### config.mk
export PLATFORM = sky130hd
export DESIGN_NAME = ld_updn_counter_mod
export DESIGN_NICKNAME = d
export VERILOG_FILES = /design/src/rtl/ld_updn_counter_mod.sv
export SDC_FILE = /design/constraint.sdc
export NUM_CORES = 1
export LEC_CHECK = 0
export ABC_AREA = 0
export BUFFER_PORTS_ARGS = -buffer_cell sky130_fd_sc_hd__buf_2
export CORE_AREA = 2 2 39 41
export CTS_BUF_LIST = sky130_fd_sc_hd__clkbuf_8
export DETAILED_ROUTE_END_ITERATION = 10
export DIE_AREA = 0 0 41 43
export PLACE_DENSITY = 0.59
export SETUP_SLACK_MARGIN = 0.05
export SLEW_MARGIN = 10
export SYNTH_ARGS = -nofsm -noshare
export SYNTH_HDL_FRONTEND = slang
export SYNTH_SLANG_ARGS = --single-unit
### constraint.sdc
create_clock -name CK -period 2.45 [get_ports CK]
set_clock_uncertainty 0.2 [all_clocks]
set_input_delay 0.1225 -clock CK [delete_from_list [all_inputs] [get_ports CK]]
set_output_delay 0.1225 -clock CK [all_outputs]
set_load 0.005 [all_outputs]
### src/rtl/ld_updn_counter_mod.sv
// Parametrised loadable up/down modulo counter with synchronous clear,
// combinational cascade carry/borrow and a registered terminal-count pulse.
module ld_updn_counter_mod #(
  parameter int unsigned      WIDTH   = 4,
  parameter logic [WIDTH-1:0] MAXV    = {WIDTH{1'b1}},
  parameter logic [WIDTH-1:0] RST_VAL = {WIDTH{1'b0}}
) (
  input  logic             CK,
  input  logic             CD,
  input  logic             SCLR,
  input  logic             SP,
  input  logic             LD,
  input  logic             UP,
  input  logic             CI,
  input  logic [WIDTH-1:0] D,
  output logic [WIDTH-1:0] Q,
  output logic             CO,
  output logic             TCP
);

  localparam logic [WIDTH-1:0] ZERO_C = {WIDTH{1'b0}};
  localparam logic [WIDTH-1:0] ONE_C  = WIDTH'(1);

  logic [WIDTH-1:0] cnt_q;
  logic [WIDTH-1:0] cnt_d;
  logic             tcp_q;
  logic             tcp_d;
  logic [WIDTH:0]   top_diff_s;
  logic             at_top_s;
  logic             at_zero_s;

  // A borrow-free subtraction means cnt_q >= MAXV; this also covers values
  // loaded above MAXV, which must wrap to zero on the next up-count.
  assign top_diff_s = {1'b0, cnt_q} - {1'b0, MAXV};
  assign at_top_s   = ~top_diff_s[WIDTH];
  assign at_zero_s  = (cnt_q == ZERO_C);

  // Next-state selection following clear > enable > load > count priority
  always_comb begin
    cnt_d = cnt_q;
    tcp_d = 1'b0;
    if (SCLR) begin
      cnt_d = ZERO_C;
    end else if (!SP) begin
      cnt_d = cnt_q;
    end else if (LD) begin
      cnt_d = D;
    end else if (CI) begin
      if (UP) begin
        if (at_top_s) begin
          cnt_d = ZERO_C;
          tcp_d = 1'b1;
        end else begin
          cnt_d = cnt_q + ONE_C;
        end
      end else begin
        if (at_zero_s) begin
          cnt_d = MAXV;
          tcp_d = 1'b1;
        end else begin
          cnt_d = cnt_q - ONE_C;
        end
      end
    end else begin
      cnt_d = cnt_q;
    end
  end

  // Counter and terminal-count pulse registers with asynchronous reset
  always_ff @(posedge CK or posedge CD) begin
    if (CD) begin
      cnt_q <= RST_VAL;
      tcp_q <= 1'b0;
    end else begin
      cnt_q <= cnt_d;
      tcp_q <= tcp_d;
    end
  end

  // Carry ignores SP and LD so a stalled lower stage still presents its carry
  assign CO  = CI & (UP ? at_top_s : at_zero_s);
  assign Q   = cnt_q;
  assign TCP = tcp_q;

endmodule

==> results of run 1 <==
==> where the power goes <==
group	switching, mW	internal, mW	total, mW
Combinational	0.0337	0.0372	0.0709
Sequential	0.0101	0.0882	0.0983
Clock	0.0416	0.108	0.149
Total	0.0854	0.233	0.318
==> flip-flops by register name, indices dropped and copies added, names as in the netlist <==
name	cells
Q	4
TCP	1
==> critical path, cell delays in order (launching register included) <==
cell      delay [ns]
dfrtp_1         0.46
ha_1            0.27
inv_1           0.09
a311o_1         0.33
a221oi_2        0.28
o31ai_1         0.10
==> cell usage in the layout, fill, tap and decap left out <==
| master | instances |
|---|---|
| a211oi_1 | 1 |
| a21oi_1 | 2 |
| a221oi_1 | 1 |
| a221oi_2 | 1 |
| a311o_1 | 1 |
| a31oi_1 | 1 |
| and2_1 | 1 |
| and4b_1 | 1 |
| buf_2 | 16 |
| clkbuf_8 | 3 |
| dfrtp_1 | 5 |
| dlygate4sd3_1 | 4 |
| ha_1 | 3 |
| inv_1 | 5 |
| mux2i_1 | 1 |
| nand2_1 | 5 |
| nand2b_1 | 2 |
| nand4_1 | 1 |
| nor2_1 | 4 |
| nor2b_1 | 3 |
| nor3b_1 | 1 |
| o21a_1 | 1 |
| o21ai_0 | 1 |
| o21ai_1 | 1 |
| o21ba_2 | 1 |
| o21bai_1 | 2 |
| o31ai_1 | 3 |
| xor2_1 | 1 |
==> through the flow <==
stage	hold slack (ns)	instance area [µm²]	util [%]	cells
3_3_place_gp	-0.172	514	37.2	80
3_5_place_dp	-0.164	514	37.2	80
4_1_cts	0.00360	599	43.3	88
2_1_floorplan	-0.299	423	-	50
6_report	0.00281	599	43.3	88
5_1_grt	0.0369	599	43.3	88
==> final timing paths <==
kind | endpoint | from | cells past startpoint | slack (ns)
worst max-delay path | Q[3] | Q[0] | 5 | 0.60
worst min-delay path | Q[3] | D[3] | 3 | 0.003
worst max register to register | Q[3] | Q[0] | 5 | 0.60
worst min register to register | Q[3] | Q[3] | 2 | 0.41
max in group asynchronous | Q[1] | CD | 3 | 1.73
min in group asynchronous | Q[3] | CD | 3 | 0.14
==> cell type report <==
| type | instances | area (µm²) | area share [%] |
|---|---|---|---|
| repair buffers | 20 | 120 | 20.0 |
| multi-input cells | 39 | 274 | 45.7 |
| clock inverters | 1 | 3.75 | 0.626 |
| flip-flops and latches | 5 | 125 | 20.9 |
| clock buffers | 3 | 41.3 | 6.89 |
| inverters | 4 | 15.0 | 2.51 |
| well taps | 16 | 20.0 | 3.34 |
==> layer usage <==
layer  vias to the layer above  routed length, µm  global-route usage [%]
met1                       199                488                    18.8
met3                         0                 73                    7.85
met2                        13                502                    21.3
li1                        224                  -                       -
met4                         0                  0                    2.00
met5                         -                  0                       0
==> cell families after synthesis <==
family / count (synthesis)
AOI/OAI and AO/OA: 16
xor gates and xnor gates: 1
adders and majority gates: 3
buffers and inverters: 6
DFF: 5
muxes: 1
and+or+nand+nor: 18
==> impl_summary.txt, run 1 <==
----------------------------------------------------
[Placed design]
  Worst Setup Slack post-DPL ... 0.587 ns
  Final weighted congestion in routability-driven placement ... roughly 0.71
  Port Buf Inserts ... 16
  HPWL reported at the end of detailed placement ... ~820 µm

[Worst hold path]
  Path category of the worst min-delay check ... input port to register

[Floorplanning]
  Initial Utilization ... 30.6%
  IO Pins ... 17
  Die X ... slightly above 40 µm
  Die boundary height ... ~43 µm
  Placeable Area ... 1380 µm²
  Die outline area ... 1760 µm²
  Number of rows in the core area ... 14

[Clocking]
  Hold-fix buffers at CTS ... 4
  CTS root buffer ... clkbuf_8
  Number of buffers created by CTS ... 3
  H-tree depth ... 1
  CTS tree ... built
  Clock-pin slew of the registers on the worst-case setup and hold paths ... ~0.04 ns
  CTS max path bufs ... 2
  Count of buffers added by post-CTS timing repair for setup ... 0
  Total of cells resized after clock tree synthesis ... 0
  Skew-Pair Late Insertion Delay ... about 0.22 ns
  # clock sinks ... 5

[Synth]
  Compound-Gate Fraction of Synth Area ... between 20 and 30%
  FFs w/ async S/R, synth ... between 90% and 100%
  Multiplexer fraction of the synthesized cell area ... around 2.4%
  Gate count of the mapped netlist ... 50
  Net count of the mapped netlist ... 64
  Post-Synth XOR/XNOR Area ... around 2.1%
  Share of synthesized cell area in full adder, half adder and majority cells ... under 10%
  Synth Area in Simple Gates ... around 22%
  Ys Warns ... 0
  Sequential-to-total area share from yosys stat ... approximately 30%
  Syn Area/Cell ... between 8 and 9 µm²
  Dominant combinational cell family by area after synthesis ... compound AO/OA/AOI/OAI gates
  Most frequent cells after synthesis ... dfrtp_1, nand2_1, inv_1, nor2_1
  Post-synth EDFFs ... 0
  Most instantiated flip-flop cell in the synthesis netlist ... dfrtp_1
  Most area-consuming cells after synthesis ... dfrtp_1, ha_1, o31ai_1
  Share of the synthesized area in the top cell type ... 29.6%
  Number of storage elements in the synthesis netlist ... 5
  Count of different cell masters after synthesis ... 27
  Post-synthesis cell type with the largest combined area ... dfrtp_1
  Area of the mapped netlist ... 423 µm²

[Detailed routing]
  Detail-routed net length per standard cell ... roughly 12 µm
  Number of routed nets with antenna violations ... 0
  Post-detailed-route via-to-cell ratio ... approximately 5.0
  Drt first-iter violations ... 3
  Post-detailed-route DRC marker count ... 0
  Via count ... 436
  TritonRoute pass-1 iters ... 4
  Aggregate routed wire length ... between 1 and 1.5 mm

[Cells and area]
  Fraction of final layout cells sized beyond drive strength 1 ... roughly 29%
  Syn-to-layout area delta ... 41.7%
  Net count of the finished layout ... 87
  Filler cell count ... around 140
  Antenna cells ... 0

[Power]
  VDD IR-drop max ... between 0.2 and 0.25 mV
  Power after layout ... 318 µW
  Power density over the cells ... 531 nW/µm²
  Leakage power ... roughly 0.29 nW

[Worst setup path]
  Sort of element at the start of the critical path ... register
  Largest fanout on the critical path ... 8
  CP arrival ... 1.74 ns
  Kind of capture point of the worst setup path ... register
  Required time reported for the critical path endpoint ... 2.34 ns
  Critical path class ... register to register

[STA]
  Measured slew at the worst slew-check pin ... 0.349 ns
  Clock period minus worst slack ... about 1.8 ns
  Highest clock frequency the design can meet ... 542 MHz
  Setup violation total in the final timing report ... 0
  Max-Slew Margin vs Limit ... about three quarters
  Fin Setup TNS ... 0 ns
  Worst-case setup margin in the final layout ... just over 0.6 ns
  Final worst-path cycle share ... about three quarters
  Max-slew violation count ... 0
  Final Hold Fails ... 0
  RSZ-0062 raised after global routing ... no

[GRT]
  Total Routing Usage GR ... between 10% and 20%
  Maximum number of pins on one net before global-route repair ... 12
  Antenna violations before repair ... 0
  First-pass GRT wire length ... roughly 1.7 mm
  Vias in the first global route ... slightly below 400
  Global route total overflow ... 0

[Status]
  Run status ... completed

[Flow run]
  Maximum capacitance violations ... 0

----------------------------------------------------
No activity file was read; power rests on OpenSTA's default activity.
==> inputs of run 2 (changes only) <==
ABC_AREA = 1   (was 0)
PLACE_DENSITY = 0.63   (was 0.59)
clock period = 1.5 ns   (was 2.45 ns; I/O delays follow)
==> run 2 against run 1 <==
  * The flow now finishes with violations (negative setup slack)
  * Flip-flop and latch count unchanged
  * First-iteration DRC count rose to 3.3 times the previous value
  * Utilization up 9.7 points
  * Cell count up 30%
  * Sequential power up 78%
  * Synthesized cell count up 30%
  * Highest routed layer unchanged
==> impl_summary.txt, run 2 <==
----------------------------------------------------
[Worst setup path]
  Kind of cell with the highest combined delay on the critical path ... flip-flops (was compound AO/OA/AOI/OAI gates)
  Worst Path Buf+Inv ... 2 (was 1)
  CP Launch Point ... Q[0] (unchanged)
  Largest fanout on the critical path ... 4 (was 8)
  Critical path class ... register to output port (was register to register)
  Register-to-register setup slack ... 0.01 ns (was 0.60 ns)
  Reg2Reg Launch Point ... Q[0] (unchanged)
  Required time reported for the critical path endpoint ... 1.22 ns (was 2.34 ns)
  CP peak stage delay ... 0.39 ns (was 0.46 ns)
  Slowest library cell on the worst path ... dfrtp_1 (unchanged)
  CP arrival ... 1.28 ns (was 1.74 ns)
  CP cell instances ... ha_2 -> nand2_2 -> o21ai_2 -> nand3_2 -> inv_2 -> buf_6 (was ha_1 -> inv_1 -> a311o_1 -> a221oi_2 -> o31ai_1)
  Kind of capture point of the worst setup path ... output port (was register)
  Sort of element at the start of the critical path ... register (unchanged)

[STA]
  RSZ-0062 raised after global routing ... yes (was no)
  Clock period minus worst slack ... 1.56 ns
  Final worst-path cycle share ... 104%
  Highest clock frequency the design can meet ... around 640 MHz
  Measured slew at the worst slew-check pin ... 0.247 ns (was 0.349 ns)
  Max-slew violation count ... 0 (unchanged)
  Worst-case setup margin in the final layout ... -0.0581 ns (was 0.604 ns)
  Setup violation total in the final timing report ... 1 (was 0)
  Max-Slew Margin vs Limit ... 83.5% (was 76.7%)
  Final Hold Fails ... 0 (unchanged)

[Synth]
  FFs w/ async S/R, synth ... 100% (unchanged)
  Dominant combinational cell family by area after synthesis ... simple AND/OR/NAND/NOR gates (was compound AO/OA/AOI/OAI gates)
  Multiplexer fraction of the synthesized cell area ... 0% (was 2.37%)
  Number of storage elements in the synthesis netlist ... 5 (unchanged)
  Syn Area/Cell ... 6.74 µm² (was 8.46 µm²)
  Ys Warns ... 0 (unchanged)
  Most frequent cells after synthesis ... nand2_1, inv_1, nand3_1, nor2_1, dfrtp_1 (was dfrtp_1, nand2_1, inv_1, nor2_1)
  Synth Area in Simple Gates ... 35.7% (was 22.5%)
  Post-Synth XOR/XNOR Area ... 2.00% (was 2.07%)
  Share of the synthesized area in the top cell type ... 28.6% (was 29.6%)
  Post-synthesis cell type with the largest combined area ... dfrtp_1 (unchanged)
  Area of the mapped netlist ... 438 µm² (was 423 µm²)
  Post-synth EDFFs ... 0 (unchanged)
  Most instantiated flip-flop cell in the synthesis netlist ... dfrtp_1 (unchanged)
  Compound-Gate Fraction of Synth Area ... 13.1% (was 29.0%)
  Most area-consuming cells after synthesis ... dfrtp_1, nand2_1, ha_1 (was dfrtp_1, ha_1, o31ai_1)
  Share of synthesized cell area in full adder, half adder and majority cells ... 8.57% (was 8.88%)
  Count of different cell masters after synthesis ... 18 (was 27)
  Gate count of the mapped netlist ... 65 (was 50)
  Most instantiated library cell after synthesis ... nand2_1
  Sequential-to-total area share from yosys stat ... 28.6% (was 29.6%)
  Net count of the mapped netlist ... 79 (was 64)

[GRT]
  First-pass GRT wire length ... 1.80 mm (was 1.73 mm)
  Vias in the first global route ... 480 (was 397)
  Maximum number of pins on one net before global-route repair ... 10 (was 12)
  Total Routing Usage GR ... 15.1% (was 14.5%)
  Antenna violations before repair ... 0 (unchanged)
  Global route total overflow ... 0 (unchanged)

[Clocking]
  Clock-pin slew of the registers on the worst-case setup and hold paths ... 0.04 ns (about the same)
  CTS tree ... built (unchanged)
  Skew-Pair Late Insertion Delay ... 0.22 ns (about the same)
  H-tree depth ... 1 (unchanged)
  Number of buffers created by CTS ... 3 (unchanged)
  CTS root buffer ... clkbuf_8 (unchanged)
  CTS max path bufs ... 2 (unchanged)
  # clock sinks ... 5 (unchanged)

[Floorplanning]
  Initial Utilization ... 31.6% (was 30.6%)
  IO Pins ... 17 (unchanged)
  Die boundary height ... 43 µm (unchanged)
  Placeable Area ... 1380 µm² (unchanged)
  Number of rows in the core area ... 14 (unchanged)
  Die outline area ... 1760 µm² (unchanged)
  Die X ... 41 µm (unchanged)

[Cells and area]
  Final instance area ... 733 µm² (was 599 µm²)
  Syn-to-layout area delta ... 67.4% (was 41.7%)
  Filler cell count ... 137 (was 143)
  Number of flip-flops in the largest register ... 4 (unchanged)
  Fraction of final layout cells sized beyond drive strength 1 ... 42.9% (was 29.2%)
  Area taken by multi-input logic gates ... 289 µm² (was 274 µm²)
  Highest-count cells in the layout ignoring fill and taps ... nand2_1, buf_2, dlygate4sd3_1 (was buf_2, dfrtp_1, nand2_1, inv_1)
  Most common library cell in the layout ignoring fill and taps ... nand2_1 (was buf_2)
  Antenna cells ... 0 (unchanged)
  Share of the core filled with cells in the final layout ... 53.0% (was 43.3%)
  Layout Cells excl Fill ... 114 (was 88)
  Sequential cell area ... 126 µm² (was 125 µm²)
  Net count of the finished layout ... 113 (was 87)

[Power]
  Leakage power ... 0.401 nW (was 0.294 nW)
  Power after layout ... 629 µW (was 318 µW)
  VDD IR-drop max ... 0.648 mV (was 0.245 mV)
  Power density over the cells ... 858 nW/µm² (was 531 nW/µm²)

[Status]
  Run status ... finished with violations (was completed)
  Violated checks ... negative setup slack

[Placed design]
  Final weighted congestion in routability-driven placement ... 0.744 (was 0.714)
  Area after detailed placement ... 542 µm² (was 514 µm²)
  Port Buf Inserts ... 16 (unchanged)
  HPWL reported at the end of detailed placement ... 793 µm (was 817 µm)
  Placed Instances ... 98 (was 80)

[Detailed routing]
  Aggregate routed wire length ... 1.12 mm (was 1.06 mm)
  Number of routed nets with antenna violations ... 0 (unchanged)
  Drt first-iter violations ... 10 (was 3)
  Post-detailed-route via-to-cell ratio ... 4.54 (was 4.95)
  Via count ... 517 (was 436)
  Detail-routed net length per standard cell ... 9.82 µm (was 12.1 µm)
  TritonRoute pass-1 iters ... 3 (was 4)
  Post-detailed-route DRC marker count ... 0 (unchanged)

[Worst hold path]
  Hold path start ... D[2] (was D[3])
  Path category of the worst min-delay check ... input port to register (unchanged)

[Flow run]
  Maximum capacitance violations ... 0 (unchanged)

----------------------------------------------------
run 2: cell types whose count changed after synthesis, moves of 2 or more:
| cell | before | now |
|---|---|---|
| o31ai_1 | 3 | 0 |
| o21ai_1 | 1 | 4 |
| nor2b_1 | 3 | 0 |
| o22ai_1 | 0 | 3 |
| nand3_1 | 0 | 6 |
| nand2b_1 | 2 | 0 |
| a21oi_1 | 2 | 0 |
| o21bai_1 | 2 | 0 |
| inv_2 | 0 | 2 |
| inv_1 | 4 | 9 |
| nand2_1 | 5 | 17 |
| nor2_1 | 4 | 6 |
run 2: repair_timing:
action                                 4_1_cts  5_1_grt
pin swaps                                    2        3
resized for setup                           10        2
hold buffers                                 8        0
setup endpoints to repair                    3        3
setup buffers                                2        2
endpoints found under the hold margin        9        0
run 2: through the flow:
stage	setup slack (ns)	hold slack [ns]	setup TNS (ns)
after CTS	-0.0567	0.00398	-0.0567
final	-0.0581	0.00220	-0.0581
after detailed placement	-0.00316	-0.222	-0.00316
after floorplan	0.0665	-0.346	0
after global placement	0.0345	-0.222	0
after global routing	-0.132	0.0151	-0.236
run 2: path summary, 6_finish.rpt:
path                       endpoint  cells after the start
max in group asynchronous      Q[2]                      3
min in group asynchronous      Q[3]                      3
min                            Q[2]                      5
max                              CO                      6
min reg2reg                    Q[1]                      2
max reg2reg                    Q[2]                      8
run 2: kinds of logic after synthesis:
logic type      Yosys count
fa+ha+maj                 3
flops                     5
compound gates           10
buf+inv                  12
simple gates             34
xor+xnor                  1
run 2: worst min-delay path, cell delays in order:
cell,delay [ns]
buf_2,0.07
nor2_1,0.03
nor2_1,0.09
nand2_1,0.06
nand2_1,0.06
run 2: metal layers:
layer | vias up | GRT usage (%) | wire (µm)
li1 | 275 | - | -
met5 | - | 0 | 0
met4 | 0 | 2.00 | 0
met1 | 226 | 16.0 | 467
met2 | 16 | 25.9 | 582
met3 | 0 | 7.85 | 69
run 2: layout make-up:
class                           count  share of cell area [%]
Clock buffer                        3                    5.63
Multi-Input combinational cell     48                    39.4
Sequential cell                     5                    17.2
Inverter                           11                    5.63
Tap cell                           16                    2.73
Clock inverter                      1                   0.512
Timing Repair Buffer               30                    28.8
run 2: where the power goes:
part	switching [mW]	leakage (nW)	total (mW)	internal [mW]
combinational	0.104	0.311	0.216	0.112
clock	0.0629	0.0269	0.238	0.175
sequential	0.0254	0.0638	0.175	0.149
